==> src/rtl/hdmi_422_out_if.sv <==
// Pixel stream bundle between the display DMA and the HDMI output stage.
// tuser marks the first pixel of a frame, tlast the last pixel of a line.
interface hdmi_422_out_if;
    logic [23:0] tdata;   // [23:16] Cr, [15:8] Cb, [7:0] Y
    logic        tvalid;
    logic        tready;
    logic        tuser;
    logic        tlast;

    modport master (output tdata, tvalid, tuser, tlast, input tready);
    modport slave  (input tdata, tvalid, tuser, tlast, output tready);
endinterface

==> src/rtl/hdmi_422_out.sv <==
// HDMI output stage: programmable video timing, 4:4:4 -> 4:2:2 chroma
// decimation and stream-to-timing lock with underflow / misalignment recovery.
module hdmi_422_out #(
    parameter int H_ACTIVE = 1920,
    parameter int H_FP     = 88,
    parameter int H_SYNC   = 44,
    parameter int H_BP     = 148,
    parameter int V_ACTIVE = 1080,
    parameter int V_FP     = 4,
    parameter int V_SYNC   = 5,
    parameter int V_BP     = 36,
    parameter bit SYNC_POL = 1'b1
) (
    input  logic          clk,
    input  logic          resetn,
    input  logic          enable,
    hdmi_422_out_if.slave s_axis,
    output logic [15:0]   hdmi_data,
    output logic          hdmi_data_e,
    output logic          hdmi_hsync,
    output logic          hdmi_vsync,
    output logic          locked,
    output logic          underflow,
    output logic          sync_err
);
    localparam int H_TOTAL = H_ACTIVE + H_FP + H_SYNC + H_BP;
    localparam int V_TOTAL = V_ACTIVE + V_FP + V_SYNC + V_BP;
    localparam int HW      = $clog2(H_TOTAL);
    localparam int VW      = $clog2(V_TOTAL);

    localparam logic [HW-1:0] H_LAST     = HW'(H_TOTAL - 1);
    localparam logic [HW-1:0] H_ACT      = HW'(H_ACTIVE);
    localparam logic [HW-1:0] H_ACT_LAST = HW'(H_ACTIVE - 1);
    localparam logic [HW-1:0] HS_BEG     = HW'(H_ACTIVE + H_FP);
    localparam logic [HW-1:0] HS_END     = HW'(H_ACTIVE + H_FP + H_SYNC);
    localparam logic [VW-1:0] V_LAST     = VW'(V_TOTAL - 1);
    localparam logic [VW-1:0] V_ACT      = VW'(V_ACTIVE);
    localparam logic [VW-1:0] VS_BEG     = VW'(V_ACTIVE + V_FP);
    localparam logic [VW-1:0] VS_END     = VW'(V_ACTIVE + V_FP + V_SYNC);

    localparam logic [15:0] BLACK = 16'h8010;

    localparam logic [1:0] ST_IDLE     = 2'd0;
    localparam logic [1:0] ST_WAIT_SOF = 2'd1;
    localparam logic [1:0] ST_RUN      = 2'd2;

    logic [HW-1:0] h_q, h_d;
    logic [VW-1:0] v_q, v_d;
    logic [1:0]    state_q, state_d;
    logic [15:0]   data_q, data_d;
    logic          de_q, hs_q, vs_q;
    logic          uf_q, uf_d, se_q, se_d;

    logic active, origin, line_end, frame_end, hsync_c, vsync_c;
    logic tready, pix_ok;

    assign active    = (h_q < H_ACT) && (v_q < V_ACT);
    assign origin    = (h_q == '0) && (v_q == '0);
    assign line_end  = (h_q == H_ACT_LAST);
    assign frame_end = (h_q == H_LAST) && (v_q == V_LAST);
    assign hsync_c   = (h_q >= HS_BEG) && (h_q < HS_END);
    assign vsync_c   = (v_q >= VS_BEG) && (v_q < VS_END);

    // Raster position advance: h wraps into v, v wraps at end of frame.
    always_comb begin
        h_d = h_q + HW'(1);
        v_d = v_q;
        if (h_q == H_LAST) begin
            h_d = '0;
            v_d = (v_q == V_LAST) ? '0 : v_q + VW'(1);
        end
    end

    // Lock state machine, stream acceptance and 4:2:2 pixel selection.
    always_comb begin
        // NOTE: every signal gets a default first so no path leaves one unassigned (no latches).
        state_d = state_q;
        tready  = 1'b0;
        pix_ok  = 1'b0;
        uf_d    = 1'b0;
        se_d    = 1'b0;
        case (state_q)
            ST_IDLE: state_d = ST_WAIT_SOF;
            ST_WAIT_SOF: begin
                // Drain stale beats; a start-of-frame beat is held until (0,0).
                tready = !s_axis.tuser;
                if (frame_end && s_axis.tvalid && s_axis.tuser)
                    state_d = ST_RUN;
            end
            ST_RUN: begin
                // An early start-of-frame is refused so it can become the next SOF.
                tready = active && !(s_axis.tuser && !origin);
                if (active) begin
                    if (!s_axis.tvalid) begin
                        uf_d    = 1'b1;
                        state_d = ST_WAIT_SOF;
                    end else if (!tready) begin
                        se_d    = 1'b1;
                        state_d = ST_WAIT_SOF;
                    end else begin
                        pix_ok = 1'b1;
                        if (s_axis.tlast != line_end) begin
                            se_d    = 1'b1;
                            state_d = ST_WAIT_SOF;
                        end
                    end
                end
            end
            default: state_d = ST_IDLE;
        endcase
        // Even columns carry Cb, odd columns Cr, both from the pixel's own beat.
        data_d = pix_ok ? {(h_q[0] ? s_axis.tdata[23:16] : s_axis.tdata[15:8]),
                           s_axis.tdata[7:0]}
                        : BLACK;
    end

    // Registered state and pins; enable low parks everything at reset values.
    always_ff @(posedge clk or negedge resetn) begin
        if (!resetn) begin
            h_q     <= '0;
            v_q     <= '0;
            state_q <= ST_IDLE;
            data_q  <= BLACK;
            de_q    <= 1'b0;
            hs_q    <= ~SYNC_POL;
            vs_q    <= ~SYNC_POL;
            uf_q    <= 1'b0;
            se_q    <= 1'b0;
        end else if (!enable) begin
            h_q     <= '0;
            v_q     <= '0;
            state_q <= ST_IDLE;
            data_q  <= BLACK;
            de_q    <= 1'b0;
            hs_q    <= ~SYNC_POL;
            vs_q    <= ~SYNC_POL;
            uf_q    <= 1'b0;
            se_q    <= 1'b0;
        end else begin
            // NOTE: non-blocking so every register samples the pre-edge values.
            h_q     <= h_d;
            v_q     <= v_d;
            state_q <= state_d;
            data_q  <= data_d;
            de_q    <= active;
            hs_q    <= hsync_c ? SYNC_POL : ~SYNC_POL;
            vs_q    <= vsync_c ? SYNC_POL : ~SYNC_POL;
            uf_q    <= uf_d;
            se_q    <= se_d;
        end
    end

    assign s_axis.tready = tready && enable;
    assign hdmi_data     = data_q;
    assign hdmi_data_e   = de_q;
    assign hdmi_hsync    = hs_q;
    assign hdmi_vsync    = vs_q;
    assign underflow     = uf_q;
    assign sync_err      = se_q;
    assign locked        = (state_q == ST_RUN);
endmodule

==> src/flat_wrapper.sv <==
// flat-port wrapper written by rule: the top's interface ports become plain ports
module hdmi_422_out_flat 
#(
    parameter int H_ACTIVE = 1920,
    parameter int H_FP     = 88,
    parameter int H_SYNC   = 44,
    parameter int H_BP     = 148,
    parameter int V_ACTIVE = 1080,
    parameter int V_FP     = 4,
    parameter int V_SYNC   = 5,
    parameter int V_BP     = 36,
    parameter bit SYNC_POL = 1'b1
)
  (clk, resetn, enable, hdmi_data, hdmi_data_e, hdmi_hsync, hdmi_vsync, locked, underflow, sync_err, s_axis_tdata, s_axis_tvalid, s_axis_tuser, s_axis_tlast, s_axis_tready);
  hdmi_422_out_if s_axis_i ();
  input  logic clk;
  input  logic resetn;
  input  logic enable;
  output logic [15:0] hdmi_data;
  output logic hdmi_data_e;
  output logic hdmi_hsync;
  output logic hdmi_vsync;
  output logic locked;
  output logic underflow;
  output logic sync_err;
  input wire logic [$bits(s_axis_i.tdata)-1:0] s_axis_tdata;
  input wire logic [$bits(s_axis_i.tvalid)-1:0] s_axis_tvalid;
  input wire logic [$bits(s_axis_i.tuser)-1:0] s_axis_tuser;
  input wire logic [$bits(s_axis_i.tlast)-1:0] s_axis_tlast;
  output wire logic [$bits(s_axis_i.tready)-1:0] s_axis_tready;
  assign s_axis_i.tdata = s_axis_tdata;
  assign s_axis_i.tvalid = s_axis_tvalid;
  assign s_axis_i.tuser = s_axis_tuser;
  assign s_axis_i.tlast = s_axis_tlast;
  assign s_axis_tready = s_axis_i.tready;
  hdmi_422_out #(.H_ACTIVE(H_ACTIVE), .H_FP(H_FP), .H_SYNC(H_SYNC), .H_BP(H_BP), .V_ACTIVE(V_ACTIVE), .V_FP(V_FP), .V_SYNC(V_SYNC), .V_BP(V_BP), .SYNC_POL(SYNC_POL)) u_core (.clk(clk), .resetn(resetn), .enable(enable), .s_axis(s_axis_i), .hdmi_data(hdmi_data), .hdmi_data_e(hdmi_data_e), .hdmi_hsync(hdmi_hsync), .hdmi_vsync(hdmi_vsync), .locked(locked), .underflow(underflow), .sync_err(sync_err));
endmodule
==> config.mk <==
export PLATFORM = sky130hd
export DESIGN_NAME = hdmi_422_out_flat
export DESIGN_NICKNAME = d
export VERILOG_FILES = /design/src/rtl/hdmi_422_out_if.sv /design/src/rtl/hdmi_422_out.sv /design/src/flat_wrapper.sv
export SDC_FILE = /design/constraint.sdc
export NUM_CORES = 1
export LEC_CHECK = 0
export CAP_MARGIN = 0
export CORE_ASPECT_RATIO = 0.8
export CORE_MARGIN = 2
export CORE_UTILIZATION = 50
export DETAILED_ROUTE_END_ITERATION = 7
export GPL_TIMING_DRIVEN = 1
export PLACE_DENSITY = 0.81
export SLEW_MARGIN = 20
export SYNTH_ARGS = -nofsm -noshare
export SYNTH_HDL_FRONTEND = slang
export SYNTH_SLANG_ARGS = --single-unit
==> constraint.sdc <==
create_clock -name clk -period 2.9 [get_ports clk]
set_clock_uncertainty 0.05 [all_clocks]
set_input_delay 0.58 -clock clk [delete_from_list [all_inputs] [get_ports clk]]
set_output_delay 0.58 -clock clk [all_outputs]
set_load 0.01 [all_outputs]
==> results by group <==
Clocking
  • Clk_lat worst skew: slightly above 0.3 ns
  • CTS sink cnt: 46
  • H-tree Lvls: 2
  • Clk pin slew, worst setup/hold paths: about 0.09 ns
  • Clock Path Buffers: 2
  • Clock root cell: clkbuf_8
  • CTS Buf Count: 5
  • TritonCTS clock tree: yes

Setup path
  • Crit-path max FO: 3
  • Critical path class: reg2out
  • CP Launch Point: u_core.v_q[1]
  • Crit-path cells: inv_1, ha_1, nor4bb_2, nand3_1, o21a_1, o22ai_2, and3_1, dlygate4sd2_1
  • CP Data Required Time: ~2.3 ns
  • Critical path's largest stage delay: 0.40 ns
  • CP delay by family, top: simple AND/OR/NAND/NOR gates
  • WP data arrival: about 2.2 ns
  • WP buf/inv: 2
  • CP endpoint kind: output pin
  • CP max stage cell: dfrtp_1
  • Startpoint type of the worst setup path: flop
  • R2R Path Start: u_core.h_q[0]

Yosys
  • Post-synth EDFFs: 0
  • Synth top area share: approximately 47%
  • Yosys top cell by area: dfrtp_1
  • Netlist cell types: 47
  • Count leader, synth: dfrtp_1
  • Syn_nets: 272
  • Mean Syn Cell Area: roughly 10 um2
  • Mapped Cells: about 230
  • Syn Std Cell Area: around 0.0023 mm2
  • Synth top cells by count: dfrtp_1, nor2_1, nand2_1
  • Seq/Total Area, Yosys: roughly half
  • Async S/R FF share, synth: between 90% and 100%
  • Flops & latches, synth: between 40 and 50
  • Yosys warns: 0
  • Top cells by area, synth: dfrtp_1, nor2_1, ha_1
  • Synth Flop Type: dfrtp_1

STA
  • Final min period: between 2 and 3 ns
  • Actual slew at the worst max-slew pin: 0.575 ns
  • Setup violators final: 0
  • RSZ-0062 raised after global routing: no
  • Final period util: 95.9%
  • Fmax: 0.359 GHz
  • Final worst slack: ~0.12 ns
  • Slew Limit Fails: 0
  • Final hold violations: 0
  • Rel. slew slack: 61.7%
  • TNS Setup: 0 ns

Final layout
  • Final Util: 68.4%
  • ANT cells: 0
  • Area Overhead vs Synth: 32.9%
  • # nets final: roughly 330
  • Layout cell share with drive strength beyond 1: about an eighth
  • Final Instance Area: slightly above 0.003 mm2

Power and ir drop
  • Logic pwr share: 17.0%
  • Pwr/cell area: 446 mW/mm2
  • Total power: 0.00139 W
  • Sequential power share: 49.0%
  • Lkg Pwr: approximately 1.4 nW
  • Worst VDD drop: a little over 0.4 mV
  • Switch Pwr: 0.000352 W
  • Internal power: 0.00104 W
  • Clock network power share: 34.0%
  • Switching share of power: between 20% and 30%

Route
  • Wirelength, routed: between 5 and 6 mm
  • # DRC: 0
  • Initial DRC count: between 200 and 250
  • DR vias: 1953
  • Mean number of vias per cell: 5.49
  • WL/cell: roughly 15 um
  • First-pass DRT Iterations: 4
  • Antenna viol nets, final: 0

Placed design
  • HPWL Detailed: between 3 and 4 mm
  • DP Worst Slack: approximately 0.15 ns
  • PortBufs: 52
  • Placer Congestion: a little under 0.9
  • DP Area: a little under 0.003 mm2

Die
  • # IOs: between 50 and 60
  • Starting Density: 51.5%
  • Std cell rows: 22
  • Die Span Y: roughly 65 um
  • Die width: around 80 um
  • Die area: 0.00524 mm2
  • Core area: 0.00454 mm2

Global routing
  • GR Overflow Total: 0
  • Initial antenna violation count: 0
  • Largest net degree at the start of global routing: 47
  • First-pass GRT wire length: between 9 and 10 mm
  • Total track usage: 23.3%
  • Vias in the first global route: about 1900

Run
  • # Max-Cap Violations: 0

Worst hold path
  • Type of the most critical hold path: in2async

Status
  • Status: complete, no violations
power by group through the flow:
stage | clock network, W | registers (W) | logic [W]
3_3_place_gp | 0 | 0.000692 | 0.000225
5_1_grt | 0.000519 | 0.000683 | 0.000266
2_1_floorplan | 0 | 0.000693 | 0.000115
3_5_place_dp | 0 | 0.000693 | 0.000228
6_report | 0.000472 | 0.000680 | 0.000235
4_1_cts | 0.000480 | 0.000680 | 0.000230
layer usage:
metal | vias to the layer above | global-route usage, % | part of all wire (%)
li1 | 934 | - | -
met4 | 0 | 8.90 | 1.8
met1 | 937 | 33.8 | 46
met2 | 71 | 34.2 | 45
met3 | 11 | 5.08 | 6.8
met5 | - | 0 | 0
sequential cells by signal (all words and copies together), names as in the netlist:
register,count
u_core.state_q,2
u_core.sync_err,1
u_core.hdmi_data,16
u_core.v_q,11
u_core.hdmi_data_e,1
u_core.hdmi_hsync,1
u_core.underflow,1
u_core.hdmi_vsync,1
u_core.h_q,12
final cells by class:
| cell class | instances | area (um2) |
|---|---|---|
| Multi-Input combinational cell | 166 | 1120 |
| Tap cell | 60 | 75.1 |
| Clock inverter | 3 | 40.0 |
| Fill cell | 367 | 1430 |
| Clock buffer | 5 | 68.8 |
| Inverter | 13 | 48.8 |
| Sequential cell | 46 | 1160 |
| Timing Repair Buffer | 63 | 599 |
worst register-to-register path: stages, from the launching register on:
cell and delay (ns):
dfrtp_1 0.35, buf_4 0.22, ha_1 0.26, nand4_1 0.17
nor4_1 0.50, xnor2_1 0.17, nor3b_4 0.19, or3_1 0.34
o21ai_1 0.08
final timing paths:
check                                     to  slack [ns]  depth (start not counted)
min in group clk               u_core.v_q[0]        0.45                          1
min reg2reg                    u_core.v_q[0]        0.45                          1
max                            s_axis_tready        0.12                          8
max in group asynchronous      u_core.v_q[9]        2.16                          1
min                        u_core.hdmi_hsync        0.22                          1
max reg2reg                u_core.state_q[0]        0.51                          8
cell families (layout without fill, tap and decap cells):
kind of cell	Yosys count	count (layout)	synth area share, %
flip-flops	46	46	49.3
multiplexers	8	8	3.42
AO/OA/AOI/OAI	35	35	9.20
buffers and inverters	22	84	4.17
AND/OR/NAND/NOR	104	104	25.5
adder cells (fa/ha/maj)	8	8	4.28
XOR/XNOR	11	11	4.12
cells in the final DEF, fill, tap and decap left out, types with 2 or more instances in the layout:
cell type / count
clkdlybuf4s50_1: 50
dfrtp_1: 42
nor2_1: 28
nand2_1: 15
inv_1: 13
nand3_1: 12
buf_4: 12
o21ai_1: 11
mux2i_1: 8
and2_1: 8
ha_1: 8
and3_1: 7
xor2_1: 6
nand4_1: 5
xnor2_1: 5
o21ai_0: 5
clkbuf_8: 5
a21oi_1: 4
o31ai_1: 4
nor3_1: 3
or3_1: 3
nor4_4: 2
nand4b_1: 2
and4_1: 2
nor4_1: 2
o22ai_1: 2
a31oi_1: 2
nand2b_1: 2
clkinv_2: 2
dfstp_2: 2
dfrtp_2: 2
stage by stage:
stage | hold WS, ns | cells
after global routing | 0.260 | 356
after detailed placement | 0.473 | 346
after CTS | 0.428 | 354
final | 0.222 | 356
after global placement | 0.461 | 346
after floorplan | 0.234 | 234
timing repair:
action | in CTS | in global routing
buffers inserted | 0 | 2
pin swaps | 0 | 2
resized for setup | 7 | 1
hold buffers | 0 | 0
endpoints found under the setup margin | 1 | 1
cloned | 0 | 0
(Power assumes the default switching activity.)
